==> src/rtl/sevenseg_reader.sv <==
// Seven-segment bus reader: samples {an, a..g, dp}, waits for a stable one-hot
// digit, decodes it and reports a 16-bit frame once all four digits are seen.

module sevenseg_digit (
  input  logic       clk,
  input  logic       rst_n,
  input  logic       cap_i,
  input  logic       clr_i,
  input  logic [3:0] nib_i,
  input  logic       dot_i,
  input  logic       inv_i,
  output logic [3:0] nib_o,
  output logic       dot_o,
  output logic       inv_o,
  output logic       seen_o
);
  logic [3:0] nib_q;
  logic       dot_q, inv_q, seen_q;

  // A capture and a frame clear never share an edge; capture wins if they did.
  always_ff @(posedge clk or negedge rst_n) begin
    if (!rst_n) begin
      nib_q  <= '0;
      dot_q  <= 1'b0;
      inv_q  <= 1'b0;
      seen_q <= 1'b0;
    end else if (cap_i) begin
      nib_q  <= nib_i;
      dot_q  <= dot_i;
      inv_q  <= inv_i;
      seen_q <= 1'b1;
    end else if (clr_i) begin
      inv_q  <= 1'b0;
      seen_q <= 1'b0;
    end
  end

  assign nib_o  = nib_q;
  assign dot_o  = dot_q;
  assign inv_o  = inv_q;
  assign seen_o = seen_q;
endmodule

module sevenseg_reader #(
  parameter int STABLE_CYCLES = 4
) (
  input  logic        clk,
  input  logic        rst_n,
  input  logic        a,
  input  logic        b,
  input  logic        c,
  input  logic        d,
  input  logic        e,
  input  logic        f,
  input  logic        g,
  input  logic        dp,
  input  logic [3:0]  an,
  output logic [15:0] value,
  output logic [3:0]  dots,
  output logic        frame_valid,
  output logic        frame_err,
  output logic [7:0]  frame_count
);
  localparam int NUM_DIGITS = 4;
  localparam logic [7:0] CNT_SAT = 8'(STABLE_CYCLES);
  // The first sample of a run is not counted, so STABLE_CYCLES identical
  // samples means the counter is stepping to STABLE_CYCLES-1.
  localparam logic [7:0] CNT_CAP = 8'(STABLE_CYCLES - 2);

  logic [11:0] samp_d, samp_q;
  logic [7:0]  cnt_d, cnt_q;
  logic        same, onehot, capture;
  logic [3:0]  held_an;
  logic [6:0]  held_seg;
  logic [4:0]  dec;

  logic [NUM_DIGITS-1:0][3:0] nib;
  logic [NUM_DIGITS-1:0]      dot, inv, seen, cap;
  logic                       frame_done;

  logic [15:0] value_q;
  logic [3:0]  dots_q;
  logic        fv_q, ferr_q;
  logic [7:0]  fcnt_q;

  function automatic logic [4:0] decode(input logic [6:0] s);
    case (s)
      7'b1111110: decode = 5'h00;
      7'b0110000: decode = 5'h01;
      7'b1101101: decode = 5'h02;
      7'b1111001: decode = 5'h03;
      7'b0110011: decode = 5'h04;
      7'b1011011: decode = 5'h05;
      7'b1011111: decode = 5'h06;
      7'b1110000: decode = 5'h07;
      7'b1111111: decode = 5'h08;
      7'b1111011: decode = 5'h09;
      7'b1110111: decode = 5'h0A;
      7'b0011111: decode = 5'h0B;
      7'b1001110: decode = 5'h0C;
      7'b0111101: decode = 5'h0D;
      7'b1001111: decode = 5'h0E;
      7'b1000111: decode = 5'h0F;
      default:    decode = 5'h10;
    endcase
  endfunction

  assign samp_d   = {an, a, b, c, d, e, f, g, dp};
  assign same     = (samp_d == samp_q);
  assign held_an  = samp_q[11:8];
  assign held_seg = samp_q[7:1];
  assign onehot   = (held_an != 4'd0) && ((held_an & (held_an - 4'd1)) == 4'd0);
  assign capture  = same && (cnt_q == CNT_CAP) && onehot;
  assign dec      = decode(held_seg);
  assign cap      = capture ? held_an : '0;
  assign frame_done = &seen;

  always_comb begin
    cnt_d = cnt_q;
    if (!same)                 cnt_d = '0;
    else if (cnt_q != CNT_SAT) cnt_d = cnt_q + 8'd1;
  end

  for (genvar i = 0; i < NUM_DIGITS; i++) begin : g_dig
    sevenseg_digit u_dig (
      .clk    (clk),
      .rst_n  (rst_n),
      .cap_i  (cap[i]),
      .clr_i  (frame_done),
      .nib_i  (dec[3:0]),
      .dot_i  (samp_q[0]),
      .inv_i  (dec[4]),
      .nib_o  (nib[i]),
      .dot_o  (dot[i]),
      .inv_o  (inv[i]),
      .seen_o (seen[i])
    );
  end

  always_ff @(posedge clk or negedge rst_n) begin
    if (!rst_n) begin
      samp_q  <= '0;
      cnt_q   <= '0;
      value_q <= '0;
      dots_q  <= '0;
      fv_q    <= 1'b0;
      ferr_q  <= 1'b0;
      fcnt_q  <= '0;
    end else begin
      samp_q <= samp_d;
      cnt_q  <= cnt_d;
      fv_q   <= frame_done;
      if (frame_done) begin
        value_q <= nib;
        dots_q  <= dot;
        ferr_q  <= |inv;
        fcnt_q  <= fcnt_q + 8'd1;
      end
    end
  end

  assign value       = value_q;
  assign dots        = dots_q;
  assign frame_valid = fv_q;
  assign frame_err   = ferr_q;
  assign frame_count = fcnt_q;
endmodule
==> config.mk <==
export PLATFORM = sky130hd
export DESIGN_NAME = sevenseg_reader
export DESIGN_NICKNAME = d
export VERILOG_FILES = /design/src/rtl/sevenseg_reader.sv
export SDC_FILE = /design/constraint.sdc
export NUM_CORES = 1
export LEC_CHECK = 0
export CAP_MARGIN = 20
export CORE_ASPECT_RATIO = 2
export CORE_MARGIN = 2
export CORE_UTILIZATION = 55
export CTS_CLUSTER_SIZE = 16
export DETAILED_ROUTE_END_ITERATION = 12
export GPL_TIMING_DRIVEN = 0
export HOLD_SLACK_MARGIN = 0.1
export PLACE_DENSITY = 0.77
export RECOVER_POWER = 25
export SLEW_MARGIN = 20
export SYNTH_ARGS = -nofsm -noshare
export SYNTH_HDL_FRONTEND = slang
export SYNTH_HIERARCHICAL = 1
export SYNTH_SLANG_ARGS = --single-unit
==> constraint.sdc <==
create_clock -name clk -period 2.3 [get_ports clk]
set_input_delay 0.23 -clock clk [delete_from_list [all_inputs] [get_ports clk]]
set_output_delay 0.23 -clock clk [all_outputs]
set_load 0.01 [all_outputs]
==> reports/qor.csv, run 1 <==
metric;value;unit
rr_endpoint;g_dig[2].u_dig/nib_o[2]$_DFFE_PN0P_;
status;finished, final reports clean;
fmax;466.6;MHz
coreArea;0.006516;mm²
synth_edf_count;0;
synth.area.top_cells;dfrtp_1 (53%), mux2_4 (8.2%), nand2_1 (7.9%);
period_minus_slack;2.143;ns
die_area;0.007374;mm²
synth_seq_cells;78;
grt_usage;0.2156;
drive_gt1_frac;0.1515;
p_leak;2.111;nW
start_util;0.5626;
drc;0;
crit_top_cell;buf_6;
ys_seq_area_frac;0.5324;
maxCapViolCount;0;
htree_levels;3;
fp-row-count;42;
drt_first_pass_iters;4;
gr-total-overflow;0;
antenna_cells;0;
met2_wirelength;3789;µm
dpl.hpwl;5051;µm
synthDominantCellAreaShare;0.5324;
portBuffers;43;
powerDensity;661.4;mW/mm²
holdPathStages;2;
stdcell_area;0.004529;mm²
synth.distinct_cells;44;
path_cells;dlygate4sd3_1, xor2_1, nor4_2, nand3_1, buf_6, nor3_2, buf_6, mux2_4;
num_vias;2597;
async_reset_ff_frac;1.000;
crit_fanout;10;
dp_cells;468;
end_kind;flop;
power;2.996;mW
clock_skew;0.006016;ns
setup_violations;0;
min_path_type;flop to flop;
rsz0062_at_grt;false;
synth_nets;354;
synth_area;0.003666;mm²
drt_iter0_drc;169;
fill_cells;546;
pin_count;44;
crit_start;dp;
vdd_ir_drop_max;540.8;µV
grt_max_degree;64;
r2r_slack;0.16;ns
die_w;61.73;µm
wl_met3;304;µm
die_height;119.5;µm
holdPathEnd;value[5]$_DFFE_PN0P_;
relSlewSlack;0.4297;
worstSetupPathType;primary input to flop;
path_clk_slew;0.06;ns
cts_max_path_buffers;2;
place_congestion;0.9062;
num-nets-final;410;
critPathLaunchType;primary input;
ys.flop_type;dfrtp_1;
slowest_stage;dlygate4sd3_1;
drtAntennaViolNets;0;
cts_made_buffers;9;
avgSynthCellArea;10.91;µm²
critPathTopFamily;buffers and inverters;
cts.sinks;78;
drv_slew;0;
tritoncts;built;
fin_cells;484;
clk_latency;0.33;ns
critical_path_depth;8;
wirelength;7075;µm
hold_start;value[5]$_DFFE_PN0P_;
viasPerCell;5.366;
crit_required;2.51;ns
cp_num_buf_inv;3;
wl_per_cell;14.62;µm
synth_top_area_cell;dfrtp_1;
worst-r2r-cell-count;7;
netlist_instances;336;
grt_pass1_vias;2646;
r2r_start;samp_q[0]$_DFF_PN0_;
placed_area;0.004232;mm²
worst-slew-pin-transition;0.8555;ns
finalHoldViolations;0;
cts_root_buf;clkbuf_16;
top_layer;met4;
arrival;2.36;ns
holdWs;0.4683;ns
slowest_delay;0.58;ns
finalCritPeriodShare;0.9318;
wl_met1;2831;µm
antenna_found_initial;0;
grt_first_pass_wirelength;11850;µm
synth_warnings;6;
synthToLayoutAreaGrowth;23.55;%
## power breakdown
part	total, mW	switching, mW	internal [mW]	leakage [nW]
combinational	0.146	0.0921	0.0537	0.903
clock	1.45	0.512	0.942	0.146
sequential	1.40	0.0124	1.38	1.06
total	3.00	0.617	2.38	2.11
## worst max-delay path by stage
stage,endpoint,slack [ns]
after floorplan,g_dig[1].u_dig/dot_o$_DFFE_PN0P_,0.36
after global placement,cnt_q[6]$_DFFE_PN0P_,-1.44
after CTS,g_dig[2].u_dig/nib_o[2]$_DFFE_PN0P_,0.05
after global routing,g_dig[2].u_dig/nib_o[0]$_DFFE_PN0P_,0.008
final,g_dig[2].u_dig/nib_o[2]$_DFFE_PN0P_,0.16
after detailed placement,g_dig[2].u_dig/dot_o$_DFFE_PN0P_,-0.14
## final cells by class
cell class,instances,area (µm²),share of cell area
inverter,10,37.54,0.008287
clock buffer,11,232.7,0.05138
tap,88,110.1,0.02431
multi-input combinational,230,1563,0.3450
timing repair buffer,45,441.7,0.09751
buffer,18,120.1,0.02652
sequential,78,1952,0.4309
clock inverter,4,72.57,0.01602
## through the flow
step                      worst slack, ns  utilization  TNS (ns)
after CTS                         0.05106       0.6978         0
after detailed placement          -0.1442       0.6494    -2.328
after floorplan                    0.3566            -         0
after global placement             -1.443       0.6455   -113.33
final                              0.1569       0.6951         0
after global routing             0.007915       0.6951         0
## Yosys cell counts, types with 3 or more instances
master    number
clkbuf_1       5
inv_1          9
buf_6          6
ha_1           4
nor4b_1        4
nor2b_1        3
xnor2_1       10
nand2_1       77
nor3b_1        4
and3_1         5
a22o_2         4
buf_2          6
o21ai_0        6
a21oi_1        5
o31ai_1        3
dfrtp_1       78
nor2_1        15
xor2_1        18
mux2_4        20
a21o_2         4
nor3_1         5
nand4_1        7
nand3_1       10
## per-layer routing
layer / track usage / up-vias
li1: - / 1256
met1: 0.2600 / 1249
met2: 0.3520 / 78
met3: 0.05863 / 14
met4: 0.08511 / 0
met5: 0 / -
## state kept, by name, summed over array words and instances (netlist names)
signal	cells
cnt_q	8
value	16
frame_count	8
samp_q	12
g_dig.u_dig/seen_o	4
dots	4
frame_valid	1
frame_err	1
g_dig.u_dig/inv_o	4
g_dig.u_dig/dot_o	4
g_dig.u_dig/nib_o	16
## logic make-up after synthesis
logic type,count (synthesis),synth area share
compound gates,33,0.06655
xor+xnor,28,0.06689
fa+ha+maj,4,0.01365
buf+inv,28,0.04300
flops,78,0.5324
mux,22,0.08737
simple gates,143,0.1901
## cell usage in the layout, fill, tap and decap left out, types with 2 or more instances in the layout
cell,synthesis,layout
a21o_2,4,4
a21oi_1,5,5
a22o_2,4,4
and3_1,5,5
buf_2,6,6
buf_6,6,6
bufinv_16,0,2
clkbuf_1,5,8
clkbuf_16,0,9
clkdlybuf4s50_1,0,30
dfrtp_1,78,78
dlygate4sd3_1,0,13
ha_1,4,4
inv_1,9,9
mux2_4,20,20
mux2i_1,2,2
nand2_1,77,77
nand2b_1,2,2
nand3_1,10,10
nand4_1,7,7
nor2_1,15,15
nor2b_1,3,3
nor3_1,5,5
nor3_2,2,2
nor3b_1,4,4
nor4_2,2,3
nor4b_1,4,4
o211ai_1,2,2
o21ai_0,6,6
o311ai_1,2,2
o31ai_1,3,3
xnor2_1,10,10
xor2_1,18,18
## worst min-delay path, cell delays in order, from the launching register on
cell	delay (ns)
dfrtp_1	0.34
nand2_1	0.05
nand2_1	0.05
## timing repair
action                                  in CTS  in global routing
hold buffers                                 1                  0
buffers inserted                             0                  0
gates resized for setup                      0                  1
hold endpoints to repair                    78                  0
endpoints found under the setup margin       0                 18
Power figures use the tool's default switching activity.
==> inputs of run 2 (changes only) <==
--- a/config.mk
+++ b/config.mk
@@ -5,7 +5,6 @@
 export SDC_FILE = /design/constraint.sdc
 export NUM_CORES = 1
 export LEC_CHECK = 0
-export CAP_MARGIN = 20
 export CORE_ASPECT_RATIO = 2
 export CORE_MARGIN = 2
 export CORE_UTILIZATION = 55
==> results of run 2 <==
No change in the layout: final DEF, timing and power equal those of run 1.
==> inputs of run 3 (changes only) <==
--- a/config.mk
+++ b/config.mk
@@ -6,12 +6,11 @@
 export NUM_CORES = 1
 export LEC_CHECK = 0
 export CORE_ASPECT_RATIO = 2
-export CORE_MARGIN = 2
 export CORE_UTILIZATION = 55
 export CTS_CLUSTER_SIZE = 16
 export DETAILED_ROUTE_END_ITERATION = 12
 export GPL_TIMING_DRIVEN = 0
-export HOLD_SLACK_MARGIN = 0.1
+export HOLD_SLACK_MARGIN = 0.03
 export PLACE_DENSITY = 0.77
 export RECOVER_POWER = 25
 export SLEW_MARGIN = 20
@@ -19,3 +18,4 @@
 export SYNTH_HDL_FRONTEND = slang
 export SYNTH_HIERARCHICAL = 1
 export SYNTH_SLANG_ARGS = --single-unit
+export TNS_END_PERCENT = 100
==> run 3 against run 2 <==
  * Sequential power about the same
  * Critical endpoint is now g_dig[1].u_dig/dot_o$_DFFE_PN0P_
  * Routed wire length up 3.3%
  * Design area about the same
  * Highest routed layer unchanged
==> reports/qor.csv, run 3 (synthesis gave the netlist of run 1 again) <==
metric;value;unit
finalHoldViolations;0;
status;finished, final reports clean;
worstSetupPathType;flop to flop;
slowest_stage;dfrtp_1;
crit_top_cell;buf_6;
htree_levels;3;
fp-row-count;41;
fill_cells;508;
arrival;2.39;ns
dpl.hpwl;5433;µm
setup_violations;0;
synthToLayoutAreaGrowth;23.58;%
worst-r2r-cell-count;7;
vdd_ir_drop_max;487.6;µV
grt_first_pass_wirelength;12340;µm
antenna_found_initial;0;
power;2.915;mW
mostFrequentLayoutCells;dfrtp_1 (78), nand2_1 (77), clkdlybuf4s50_1 (30);
worst-slew-pin-transition;0.9623;ns
holdPathStages;2;
portBuffers;43;
drc;0;
clock_skew;0.003907;ns
drt_first_pass_iters;4;
hold_start;dots[1]$_DFFE_PN0P_;
grt_max_degree;41;
fmax;458.4;MHz
final_common_cell;dfrtp_1;
min_path_type;flop to flop;
critical_path_depth;7;
num_vias;2601;
grt_usage;0.2371;
r2r_slack;0.12;ns
viasPerCell;5.396;
pin_count;44;
drv_slew;0;
cts_root_buf;clkbuf_16;
timing.final.ws_setup;0.1186;ns
critPathTopFamily;simple AND/OR/NAND/NOR gates;
powerDensity;643.5;mW/mm²
gr-total-overflow;0;
tritoncts;built;
antenna_cells;0;
drive_gt1_frac;0.1591;
crit_required;2.51;ns
cp_num_buf_inv;2;
r2r_start;samp_q[0]$_DFF_PN0_;
critPathLaunchType;flop;
crit_start;samp_q[0]$_DFF_PN0_;
maxCapViolCount;0;
slowest_delay;0.45;ns
drt_iter0_drc;147;
cts_setup_buffers;0;
num-nets-final;410;
fin_setup_tns;0;ns
die_w;59.73;µm
die_height;117.5;µm
coreArea;0.006361;mm²
cts_made_buffers;9;
clk_latency;0.33;ns
p_leak;2.114;nW
rsz0062_at_grt;false;
place_congestion;0.8470;
wl_per_cell;15.16;µm
place_ws;-0.2520;ns
path_cells;xor2_1, nor4_2, nand3_2, buf_6, nor3_2, buf_6, mux2_4;
holdWs;0.4688;ns
path_clk_slew;0.05;ns
relSlewSlack;0.3585;
wirelength;7309;µm
crit_fanout;10;
cts_max_path_buffers;2;
finalCritPeriodShare;0.9485;
end_kind;flop;
cts.sinks;78;
period_minus_slack;2.181;ns
drtAntennaViolNets;0;
die_area;0.007016;mm²
grt_pass1_vias;2675;
start_util;0.5763;
[run 3: changes by cell type in the layout (fill, tap and decap cells not counted)]
| cell | before | now |
|---|---|---|
| clkbuf_2 | 0 | 1 |
| bufinv_16 | 2 | 1 |
| clkbuf_4 | 1 | 0 |
| nand3_1 | 10 | 9 |
| buf_12 | 0 | 1 |
| clkinv_2 | 1 | 2 |
| nand3_2 | 0 | 1 |
| clkbuf_8 | 0 | 1 |
| clkbuf_1 | 8 | 6 |
[run 3: cell type report]
type,instances,area [µm²],area share
clock buffers,11,242.7,0.05358
plain buffers,18,120.1,0.02651
clock inverters,4,47.55,0.01049
repair buffers,45,455.4,0.1005
multi-input cells,230,1568,0.3460
flip-flops and latches,78,1952,0.4308
well taps,86,107.6,0.02375
inverters,10,37.54,0.008285
[run 3: what timing repair did]
| item | CTS | global route |
|---|---|---|
| gates cloned | 0 | 0 |
| hold buffers | 1 | 0 |
| endpoints found under the setup margin | 18 | 18 |
| gates resized for setup | 1 | 1 |
| hold endpoints to repair | 38 | 0 |
[run 3: through the flow]
stage / cell area (µm²) / utilization / instances
floorplan: 3666 / - / 336
global route: 4531 / 0.7122 / 482
CTS: 4528 / 0.7118 / 482
detailed placement: 4222 / 0.6637 / 466
global placement: 4204 / 0.6609 / 465
finish: 4531 / 0.7122 / 482
[run 3: worst paths after layout]
kind	to
worst max-delay path	g_dig[1].u_dig/dot_o$_DFFE_PN0P_
worst min-delay path	dots[1]$_DFFE_PN0P_
worst max register to register	g_dig[1].u_dig/dot_o$_DFFE_PN0P_
worst min register to register	dots[1]$_DFFE_PN0P_
max in group asynchronous	value[4]$_DFFE_PN0P_
min in group asynchronous	value[9]$_DFFE_PN0P_
[run 3: worst min-delay path, delay by kind of cell (launching register included)]
family / cells / cell delay, ns
DFF: 1 / 0.34
and+or+nand+nor: 2 / 0.10
[run 3: layer usage]
metal | up-vias | share of wire | track usage
met4 | 0 | 0.031 | 0.1134
met2 | 53 | 0.57 | 0.4236
met5 | - | 0 | 0
met3 | 13 | 0.025 | 0.05055
li1 | 1255 | - | -
met1 | 1280 | 0.37 | 0.2478
[run 3: where the power goes]
part	total, mW	internal (mW)	switching (mW)
combinational	0.151	0.0565	0.0947
clock	1.37	0.859	0.509
sequential	1.40	1.38	0.0126
